## config.mk

```make
export PLATFORM = sky130hd
export DESIGN_NAME = pong_game_ctrl
export DESIGN_NICKNAME = d
export VERILOG_FILES = /design/src/rtl/pong_game_ctrl.sv
export SDC_FILE = /design/constraint.sdc
export NUM_CORES = 1
export LEC_CHECK = 0
export ABC_AREA = 1
export BUFFER_PORTS_ARGS = -buffer_cell sky130_fd_sc_hd__clkbuf_2
export CORE_UTILIZATION = 30
export DETAILED_ROUTE_END_ITERATION = 8
export GPL_ROUTABILITY_DRIVEN = 1
export SYNTH_ARGS = -nofsm -noshare
export SYNTH_HDL_FRONTEND = slang
export SYNTH_SLANG_ARGS = --single-unit
```

## constraint.sdc

```tcl
create_clock -name clk_i -period 8.5 [get_ports clk_i]
set_input_delay 1.7 -clock clk_i [delete_from_list [all_inputs] [get_ports clk_i]]
set_output_delay 1.7 -clock clk_i [all_outputs]
set_load 0.05 [all_outputs]
```

## src/rtl/pong_game_ctrl.sv

```systemverilog
// Pong game controller: per-frame paddle, ball, score and game-flow sequencing.
// Updates commit on the falling edge of vsync; start_i is honoured every cycle.
//
// Ports:
//   clk_i, rst_i          pixel clock, synchronous active-high reset
//   vga_vs_i              VGA vsync (active low), frame tick source
//   btn_up_i, btn_down_i  player paddle controls (level)
//   start_i               start / restart (level)
//   player_paddle_x_o/y_o player paddle top-left
//   pc_paddle_x_o/y_o     PC paddle top-left
//   ball_x_o, ball_y_o    ball top-left
//   player_score_o        player points
//   pc_score_o            PC points
//   state_o               IDLE=0 SERVE=1 PLAY=2 POINT=3 GAME_OVER=4
module pong_game_ctrl #(
    parameter int H_RES      = 640,
    parameter int V_RES      = 480,
    parameter int X_W        = 10,
    parameter int Y_W        = 10,
    parameter int PADDLE_W   = 8,
    parameter int PADDLE_H   = 64,
    parameter int BALL_SIDE  = 8,
    parameter int PLAYER_X   = 16,
    parameter int PADDLE_SPD = 4,
    parameter int PC_SPD     = 3,
    parameter int BALL_SPD   = 2,
    parameter int SERVE_FRM  = 60,
    parameter int WIN_SCORE  = 7
) (
    input  logic           clk_i,
    input  logic           rst_i,
    input  logic           vga_vs_i,
    input  logic           btn_up_i,
    input  logic           btn_down_i,
    input  logic           start_i,
    output logic [X_W-1:0] player_paddle_x_o,
    output logic [Y_W-1:0] player_paddle_y_o,
    output logic [X_W-1:0] pc_paddle_x_o,
    output logic [Y_W-1:0] pc_paddle_y_o,
    output logic [X_W-1:0] ball_x_o,
    output logic [Y_W-1:0] ball_y_o,
    output logic [3:0]     player_score_o,
    output logic [3:0]     pc_score_o,
    output logic [2:0]     state_o
);

    localparam int PC_X  = H_RES - PLAYER_X - PADDLE_W;
    localparam int CNT_W = $clog2(SERVE_FRM + 1);
    localparam int W     = ((X_W > Y_W) ? X_W : Y_W) + 2;

    typedef logic [W-1:0] wide_t;

    typedef enum logic [2:0] {
        IDLE      = 3'd0,
        SERVE     = 3'd1,
        PLAY      = 3'd2,
        POINT     = 3'd3,
        GAME_OVER = 3'd4
    } state_t;

    localparam wide_t W_H_RES   = wide_t'(H_RES);
    localparam wide_t W_V_RES   = wide_t'(V_RES);
    localparam wide_t W_PAD_W   = wide_t'(PADDLE_W);
    localparam wide_t W_PAD_H   = wide_t'(PADDLE_H);
    localparam wide_t W_BALL    = wide_t'(BALL_SIDE);
    localparam wide_t W_PSPD    = wide_t'(PADDLE_SPD);
    localparam wide_t W_CSPD    = wide_t'(PC_SPD);
    localparam wide_t W_BSPD    = wide_t'(BALL_SPD);
    localparam wide_t W_PLX     = wide_t'(PLAYER_X);
    localparam wide_t W_PCX     = wide_t'(PC_X);
    localparam wide_t W_PAD_MAX = wide_t'(V_RES - PADDLE_H);
    localparam wide_t W_HPAD    = wide_t'(PADDLE_H / 2);
    localparam wide_t W_HBALL   = wide_t'(BALL_SIDE / 2);

    localparam logic [X_W-1:0]   BALL_X0   = X_W'(H_RES / 2 - BALL_SIDE / 2);
    localparam logic [Y_W-1:0]   BALL_Y0   = Y_W'(V_RES / 2 - BALL_SIDE / 2);
    localparam logic [Y_W-1:0]   PAD_Y0    = Y_W'(V_RES / 2 - PADDLE_H / 2);
    localparam logic [CNT_W-1:0] SERVE_CNT = CNT_W'(SERVE_FRM);
    localparam logic [3:0]       WIN       = 4'(WIN_SCORE);

    state_t           state_q, state_d;
    logic             vs_q;
    logic [X_W-1:0]   ball_x_q, ball_x_d;
    logic [Y_W-1:0]   ball_y_q, ball_y_d;
    logic             dir_x_q, dir_x_d;   // 1: moving +x (right)
    logic             dir_y_q, dir_y_d;   // 1: moving +y (down)
    logic [Y_W-1:0]   player_y_q, player_y_d;
    logic [Y_W-1:0]   pc_y_q, pc_y_d;
    logic [3:0]       player_score_q, player_score_d;
    logic [3:0]       pc_score_q, pc_score_d;
    logic [CNT_W-1:0] cnt_q, cnt_d;

    logic tick;
    assign tick = vs_q & ~vga_vs_i;

    // Candidate per-frame motion, applied only by the FSM when allowed
    wide_t          py_w, pcy_w, bx_w, by_w;
    wide_t          py_n, pcy_n, bx_n, by_n;
    wide_t          pc_c, ball_c;
    logic [Y_W-1:0] player_y_mv, pc_y_mv, ball_y_mv;
    logic [X_W-1:0] ball_x_mv;
    logic           dir_x_mv, dir_y_mv;
    logic           hit_pl, hit_pc, miss_pl, miss_pc;

    always_comb begin
        py_w   = wide_t'(player_y_q);
        pcy_w  = wide_t'(pc_y_q);
        bx_w   = wide_t'(ball_x_q);
        by_w   = wide_t'(ball_y_q);
        py_n   = py_w;
        pcy_n  = pcy_w;
        bx_n   = bx_w;
        by_n   = by_w;
        dir_x_mv = dir_x_q;
        dir_y_mv = dir_y_q;
        miss_pl  = 1'b0;
        miss_pc  = 1'b0;

        if (btn_up_i && !btn_down_i) begin
            py_n = (py_w < W_PSPD) ? '0 : py_w - W_PSPD;
        end else if (btn_down_i && !btn_up_i) begin
            py_n = (py_w + W_PSPD > W_PAD_MAX) ? W_PAD_MAX : py_w + W_PSPD;
        end

        // PC paddle chases the ball centre
        pc_c   = pcy_w + W_HPAD;
        ball_c = by_w + W_HBALL;
        if (pc_c < ball_c) begin
            pcy_n = (pcy_w + W_CSPD > W_PAD_MAX) ? W_PAD_MAX : pcy_w + W_CSPD;
        end else if (pc_c > ball_c) begin
            pcy_n = (pcy_w < W_CSPD) ? '0 : pcy_w - W_CSPD;
        end

        if (!dir_y_q) begin
            if (by_w < W_BSPD) begin
                by_n     = '0;
                dir_y_mv = 1'b1;
            end else begin
                by_n = by_w - W_BSPD;
            end
        end else begin
            if (by_w + W_BALL + W_BSPD > W_V_RES) begin
                by_n     = W_V_RES - W_BALL;
                dir_y_mv = 1'b0;
            end else begin
                by_n = by_w + W_BSPD;
            end
        end

        // x-BALL_SPD <= edge rewritten as x <= edge+BALL_SPD to avoid underflow
        hit_pl = (bx_w <= W_PLX + W_PAD_W + W_BSPD) && (bx_w >= W_PLX) &&
                 (by_w + W_BALL > py_w) && (by_w < py_w + W_PAD_H);
        hit_pc = (bx_w + W_BALL + W_BSPD >= W_PCX) &&
                 (bx_w + W_BALL <= W_PCX + W_PAD_W) &&
                 (by_w + W_BALL > pcy_w) && (by_w < pcy_w + W_PAD_H);

        if (!dir_x_q) begin
            if (hit_pl) begin
                bx_n     = W_PLX + W_PAD_W;
                dir_x_mv = 1'b1;
            end else if (bx_w < W_BSPD) begin
                miss_pl = 1'b1;
            end else begin
                bx_n = bx_w - W_BSPD;
            end
        end else begin
            if (hit_pc) begin
                bx_n     = W_PCX - W_BALL;
                dir_x_mv = 1'b0;
            end else if (bx_w + W_BALL + W_BSPD > W_H_RES) begin
                miss_pc = 1'b1;
            end else begin
                bx_n = bx_w + W_BSPD;
            end
        end

        player_y_mv = py_n[Y_W-1:0];
        pc_y_mv     = pcy_n[Y_W-1:0];
        ball_x_mv   = bx_n[X_W-1:0];
        ball_y_mv   = by_n[Y_W-1:0];
    end

    always_comb begin
        state_d        = state_q;
        ball_x_d       = ball_x_q;
        ball_y_d       = ball_y_q;
        dir_x_d        = dir_x_q;
        dir_y_d        = dir_y_q;
        player_y_d     = player_y_q;
        pc_y_d         = pc_y_q;
        player_score_d = player_score_q;
        pc_score_d     = pc_score_q;
        cnt_d          = cnt_q;

        unique case (state_q)
            IDLE, GAME_OVER: begin
                if (start_i) begin
                    state_d        = SERVE;
                    player_score_d = '0;
                    pc_score_d     = '0;
                    cnt_d          = SERVE_CNT;
                    player_y_d     = PAD_Y0;
                    pc_y_d         = PAD_Y0;
                    ball_x_d       = BALL_X0;
                    ball_y_d       = BALL_Y0;
                end
            end
            SERVE: begin
                if (tick) begin
                    player_y_d = player_y_mv;
                    pc_y_d     = pc_y_mv;
                    ball_x_d   = BALL_X0;
                    ball_y_d   = BALL_Y0;
                    cnt_d      = cnt_q - CNT_W'(1);
                    if (cnt_q == CNT_W'(1)) begin
                        state_d = PLAY;
                    end
                end
            end
            PLAY: begin
                if (tick) begin
                    player_y_d = player_y_mv;
                    pc_y_d     = pc_y_mv;
                    ball_y_d   = ball_y_mv;
                    dir_y_d    = dir_y_mv;
                    // On a miss dir_x already points at the loser's side
                    if (miss_pl) begin
                        pc_score_d = pc_score_q + 4'd1;
                        state_d    = POINT;
                    end else if (miss_pc) begin
                        player_score_d = player_score_q + 4'd1;
                        state_d        = POINT;
                    end else begin
                        ball_x_d = ball_x_mv;
                        dir_x_d  = dir_x_mv;
                    end
                end
            end
            POINT: begin
                if (tick) begin
                    ball_x_d = BALL_X0;
                    ball_y_d = BALL_Y0;
                    cnt_d    = SERVE_CNT;
                    if (player_score_q == WIN || pc_score_q == WIN) begin
                        state_d = GAME_OVER;
                    end else begin
                        state_d = SERVE;
                    end
                end
            end
            default: begin
                state_d = IDLE;
            end
        endcase
    end

    always_ff @(posedge clk_i) begin
        if (rst_i) begin
            state_q        <= IDLE;
            vs_q           <= 1'b1;
            ball_x_q       <= BALL_X0;
            ball_y_q       <= BALL_Y0;
            dir_x_q        <= 1'b1;
            dir_y_q        <= 1'b1;
            player_y_q     <= PAD_Y0;
            pc_y_q         <= PAD_Y0;
            player_score_q <= '0;
            pc_score_q     <= '0;
            cnt_q          <= '0;
        end else begin
            state_q        <= state_d;
            vs_q           <= vga_vs_i;
            ball_x_q       <= ball_x_d;
            ball_y_q       <= ball_y_d;
            dir_x_q        <= dir_x_d;
            dir_y_q        <= dir_y_d;
            player_y_q     <= player_y_d;
            pc_y_q         <= pc_y_d;
            player_score_q <= player_score_d;
            pc_score_q     <= pc_score_d;
            cnt_q          <= cnt_d;
        end
    end

    assign player_paddle_x_o = X_W'(PLAYER_X);
    assign pc_paddle_x_o     = X_W'(PC_X);
    assign player_paddle_y_o = player_y_q;
    assign pc_paddle_y_o     = pc_y_q;
    assign ball_x_o          = ball_x_q;
    assign ball_y_o          = ball_y_q;
    assign player_score_o    = player_score_q;
    assign pc_score_o        = pc_score_q;
    assign state_o           = state_q;

endmodule

```

==> results of run 1 <==
metal layers:
layer,track usage,vias up
met5,0,-
met1,0.237,2935
met4,0.0428,0
met3,0.0209,14
met2,0.261,159
li1,-,3399
synth_stat cells, types with 3 or more instances:
cell / count
nor2_4: 4
o211ai_1: 8
xnor2_1: 3
o21ai_0: 74
nand3b_1: 4
nand4_1: 19
o21ai_1: 4
nand2_4: 3
dfxtp_1: 56
nand3_1: 85
buf_2: 10
nor2_1: 89
nand2_2: 9
clkbuf_1: 15
nor2_2: 4
inv_2: 6
inv_1: 126
xor2_1: 40
nand2_1: 220
a31oi_1: 7
buf_4: 27
nand3_2: 3
ha_1: 72
a21oi_1: 79
nor3_1: 24
stage by stage:
step	hold WS (ns)	instance area (sq um)	instances	utilization
3_5_place_dp	0.500	6820	1325	0.324
2_1_floorplan	0.471	6520	1050	-
6_report	0.507	6970	1333	0.332
3_3_place_gp	0.492	6820	1325	0.324
4_1_cts	0.513	6970	1333	0.332
5_1_grt	0.538	6970	1333	0.332
power breakdown:
part           total [uW]  switching, uW  internal (uW)
Clock                 230            116            114
Sequential            501            159            342
Combinational        1730           1210            526
Total                2460           1480            982
cells by family after synthesis:
kind of cell,count (synthesis),synth area share
and+or+nand+nor,474,0.333
AOI/OAI and AO/OA,191,0.162
other,2,0.00117
adders and majority gates,72,0.140
muxes,2,0.00311
DFF,56,0.174
buffers and inverters,188,0.129
xor gates and xnor gates,43,0.0585
registers in the layout, indices dropped and copies added (netlist names):
register / flops
dir_y_q: 1
cnt_q: 6
player_paddle_y_o: 8
state_o: 3
pc_paddle_y_o: 10
pc_score_o: 4
dir_x_q: 1
player_score_o: 4
vs_q: 1
ball_x_o: 9
ball_y_o: 9
worst min-delay path, stage by stage, from the launching register on:
cell and delay (ns):
dfxtp_1 0.34, nand2_1 0.07, a21oi_1 0.05
final cells by class:
type	count	area, sq um	area share
Clock buffer	5	125	0.0180
Multi-Input combinational cell	806	4570	0.656
Clock inverter	3	28.8	0.00413
Sequential cell	56	1120	0.161
Inverter	134	503	0.0722
Timing Repair Buffer	54	275	0.0395
Tap cell	275	344	0.0494
worst max path at each step:
stage,startpoint,cells after the start,end
3_5_place_dp,vga_vs_i,12,player_paddle_y_o[6]
6_report,ball_y_o[3],18,ball_x_o[7]
3_3_place_gp,vga_vs_i,12,player_paddle_y_o[6]
5_1_grt,ball_y_o[3],19,ball_x_o[7]
4_1_cts,ball_y_o[3],19,ball_x_o[7]
2_1_floorplan,ball_y_o[3],17,pc_score_o[0]
==> impl_metrics.ini, run 1 <==
[critical_path]
r2r_start = ball_y_o[3]
cp_data_arrival_time_ns = 3.73
cp_common_cell = nand2_1
reg2reg_depth = 18
crit_slowest_cell = dfxtp_1
crit_required_ns = 8.67
reg2reg_slack_ns = 4.94
cp_top_family = simple AND/OR/NAND/NOR gates
crit_chain = inv_1 > nor2_2 > xor2_1 > inv_1 > ha_1 > nand2_1 > a21oi_1 > nor2_1 > nor2_1 > nor2_1 > nand2_1 > nand2_1 > nor3_4 > a21oi_1 > nand2_1 > nand3_2 > nand2_1 > a21oi_1
path_buf_inv = 2
cp_max_fo = 10
crit_path_end_kind = flop
cpPeakStageDelay_ns = 0.61
start_kind = flop
worst_r2r_endpoint = ball_x_o[7]
worstSetupPathType = flop to flop

[power]
power_uw = 2460
cellLeakagePower_uw = 0.00338
vdd_drop_max_mv = 0.124
power_density_mw_per_mm2 = 353

[cts]
post_cts.repair.setup_buffers = 0
numClockSinks = 56
clk_pin_slew_ns = 0.08
tritoncts = done
htreeDepth = 2
worstSkewPairLatency_ns = 0.32
cts_made_buffers = 5
ctsResizeCount = 0
postCtsHoldBufs = 0
root_buffer = clkbuf_16
cts_buffer_depth = 2

[run]
drv_cap = 0

[grt]
antenna_found_initial = 0
grt_start_max_net_pins = 28
grt_pass1_wl_mm = 29.8
grt.total_usage = 0.166
gr-total-overflow = 0
grt_pass1_vias = 5897

[die]
num_rows = 53
core_sq_mm = 0.0210
fp.dieW_microns = 149
die_area_sq_mm = 0.0221
start_util = 0.306
pin_count = 77
dieHeight_microns = 149

[finish]
syn2layout_area_growth_pct = 8.24
final_cell_mix = nand2_1 (220), inv_1 (126), nor2_1 (89)
diodes = 0
drive_above_1_share = 0.0917
final_common_cell = nand2_1
fin_nets = 1135
fillers = 2301

[synthesis]
synth_area_sq_mm = 0.00644
synth-async-reset-ratio = 0
ys_ff_latch = 56
ys.flop_type = dfxtp_1
synth_top_cell_by_area = dfxtp_1
ys_seq_area_frac = 0.174
yosys.area.top_type_share = 0.174
synth_cell_types = 54
yosysWarnings = 0
synth_edf_count = 0
synth_area_leaders = dfxtp_1 (17%), ha_1 (14%), nand2_1 (13%), inv_1 (7.3%), nand3_1 (6.6%)
synth.avg_cell_area_sq_um = 6.26
synth_cells = 1028

[timing]
fin_setup_tns_ns = 0
finalMaxSlewViolations = 0
rsz0062_at_grt = false
clock_skew_ns = 0.0142
min_period_ns = 3.56
fin_ws_ns = 4.94
fmaxAchievable_mhz = 281
tightest_slew_ns = 0.831
setup_viol = 0
hold_viol_final = 0
fin_crit_sh = 0.419
slew_headroom = 0.444

[route]
drt_iter0_markers = 455
drc_errors = 0
vias = 6507
dr.pass1.iters = 5
ant_nets = 0
wl_met1_mm = 9.19
routed_wl_mm = 18.1
met2_length_mm = 7.89
viasPerCell = 4.88
wl_per_cell_microns = 13.6
top_layer = met4
wl_met3_microns = 797

[hold_path]
holdPathStages = 2
holdPathEnd = player_score_o[3]
hp-start = player_score_o[3]
hold_path.class = flop to flop

[placement]
place_hpwl_mm = 14.2
place_ws_ns = 4.92
gp_congestion = 0.881
port_buffers = 52

[run_status]
status = completed
Power figures use the tool's default switching activity.
==> inputs of run 2 (changes only) <==
- clock period: 8.5 -> 3.5 ns (I/O delays scaled with it)
==> impl_metrics.ini, run 2 (synthesized netlist as in run 1, its figures left out) <==
[route]
drt_iter0_markers = 506
routed_wl_mm = 18.4
dr.pass1.iters = 5
viasPerCell = 5.00
drc_errors = 0
ant_nets = 0
wl_per_cell_microns = 13.6
vias = 6732

[placement]
gp_congestion = 0.867
dp_cells = 1339
port_buffers = 52
place_hpwl_mm = 14.3

[timing]
whs_ns = 0.507
fin_crit_sh = 0.886
rsz0062_at_grt = false
tightest_slew_ns = 0.716
fin_setup_tns_ns = 0
setup_viol = 0
slew_headroom = 0.523
min_period_ns = 3.10
fmaxAchievable_mhz = 322
hold_viol_final = 0
finalMaxSlewViolations = 0
clock_skew_ns = 0.0114

[finish]
syn2layout_area_growth_pct = 10.0
largest_reg_flops = 10
fin_nets = 1149
final_common_cell = nand2_1
final_cell_mix = nand2_1 (219), inv_1 (126), nor2_1 (89)
drive_above_1_share = 0.104
fillers = 2298
final_cells = 1347
diodes = 0

[die]
dieHeight_microns = 149
die_area_sq_mm = 0.0221
core_sq_mm = 0.0210
start_util = 0.306
pin_count = 77
fp.dieW_microns = 149
num_rows = 53

[power]
vdd_drop_max_mv = 0.413
power_density_mw_per_mm2 = 866
cellLeakagePower_uw = 0.00344

[hold_path]
hold_path.class = flop to flop
hp-start = cnt_q[4]
holdPathEnd = cnt_q[4]
holdPathStages = 2

[critical_path]
cp_max_fo = 8
cpPeakStageDelay_ns = 0.42
crit_slowest_cell = dfxtp_1
cp_data_arrival_time_ns = 3.28
reg2reg_depth = 22
crit_required_ns = 3.68
critPathLaunch = ball_y_o[4]
r2r_start = ball_y_o[4]
worst_r2r_endpoint = ball_x_o[1]
reg2reg_slack_ns = 0.40
crit_path_end_kind = flop
worstSetupPathType = flop to flop
cp_common_cell = nand2_1
start_kind = flop
crit_chain = ha_1 > nand2_1 > inv_1 > nand2_1 > xor2_1 > inv_1 > ha_1 > nand2_1 > inv_1 > nand3_1 > inv_1 > nand3_1 > nand2_1 > nand2_1 > nor3_4 > nand2_4 > nand2_4 > nor2_4 > nor2_8 > nand3_1 > nand2_1 > nor2_1

[cts]
root_buffer = clkbuf_16
post_cts.repair.setup_buffers = 0
tritoncts = done
cts_made_buffers = 5
htreeDepth = 2
clk_pin_slew_ns = 0.08
numClockSinks = 56
cts_buffer_depth = 2
worstSkewPairLatency_ns = 0.32

[grt]
grt_start_max_net_pins = 28
gr-total-overflow = 0
grt_pass1_vias = 6137
grt.total_usage = 0.169
antenna_found_initial = 0
grt_pass1_wl_mm = 30.4

[run]
drv_cap = 0

[run_status]
status = completed
## run 2: changes by cell type in the layout (fill, tap and decap cells not counted), sizes merged
cell	previous run	this run
buf	2	16
## run 2: layout make-up
class / count / area, sq um / share of cell area
clock buffers: 5 / 125 / 0.0177
clock inverters: 3 / 28.8 / 0.00406
inverters: 134 / 503 / 0.0710
multi-input cells: 806 / 4580 / 0.647
flip-flops and latches: 56 / 1120 / 0.158
well taps: 275 / 344 / 0.0486
repair buffers: 68 / 380 / 0.0537
## run 2: power breakdown
part / internal, uW / switching [uW] / total, uW / leakage [uW]
sequential: 830 / 342 / 1170 / 0.000459
combinational: 1360 / 3020 / 4380 / 0.00291
clock: 278 / 299 / 577 / 0.0000767
## run 2: how the worst max path moves through the flow
stage	to	slack [ns]	cells past startpoint
6_report	ball_x_o[1]	0.40	22
5_1_grt	ball_x_o[1]	0.05	19
4_1_cts	ball_x_o[1]	0.42	17
3_5_place_dp	ball_x_o[1]	0.44	17
3_3_place_gp	ball_x_o[1]	0.48	20
2_1_floorplan	pc_score_o[0]	0.27	17
## run 2: worst max-delay path, delay by kind of cell, from the launching register on
family,cells,cell delay [ns]
xor gates and xnor gates,1,0.24
adders and majority gates,2,0.55
buffers and inverters,4,0.37
DFF,1,0.42
and+or+nand+nor,15,1.40
## run 2: stage by stage
| stage | setup slack, ns | utilization | power, uW | instance area (sq um) |
|---|---|---|---|---|
| 2_1_floorplan | 0.270 | - | 4500 | 6520 |
| 3_3_place_gp | 0.478 | 0.329 | 5490 | 6920 |
| 3_5_place_dp | 0.444 | 0.329 | 5520 | 6920 |
| 4_1_cts | 0.415 | 0.337 | 6120 | 7070 |
| 5_1_grt | 0.0475 | 0.337 | 6780 | 7090 |
| 6_report | 0.399 | 0.337 | 6130 | 7090 |
## run 2: per-layer routing
metal / global-route usage / share of wire / up-vias
met4: 0.0567 / 0.021 / 0
met2: 0.275 / 0.45 / 212
met5: 0 / 0 / -
met1: 0.231 / 0.48 / 3066
li1: - / - / 3429
met3: 0.0196 / 0.054 / 25
## run 2: timing repair
item                                    in CTS  in global routing
endpoints found under the setup margin       0                  8
gates resized for setup                      0                  2
hold buffers                                 0                  0
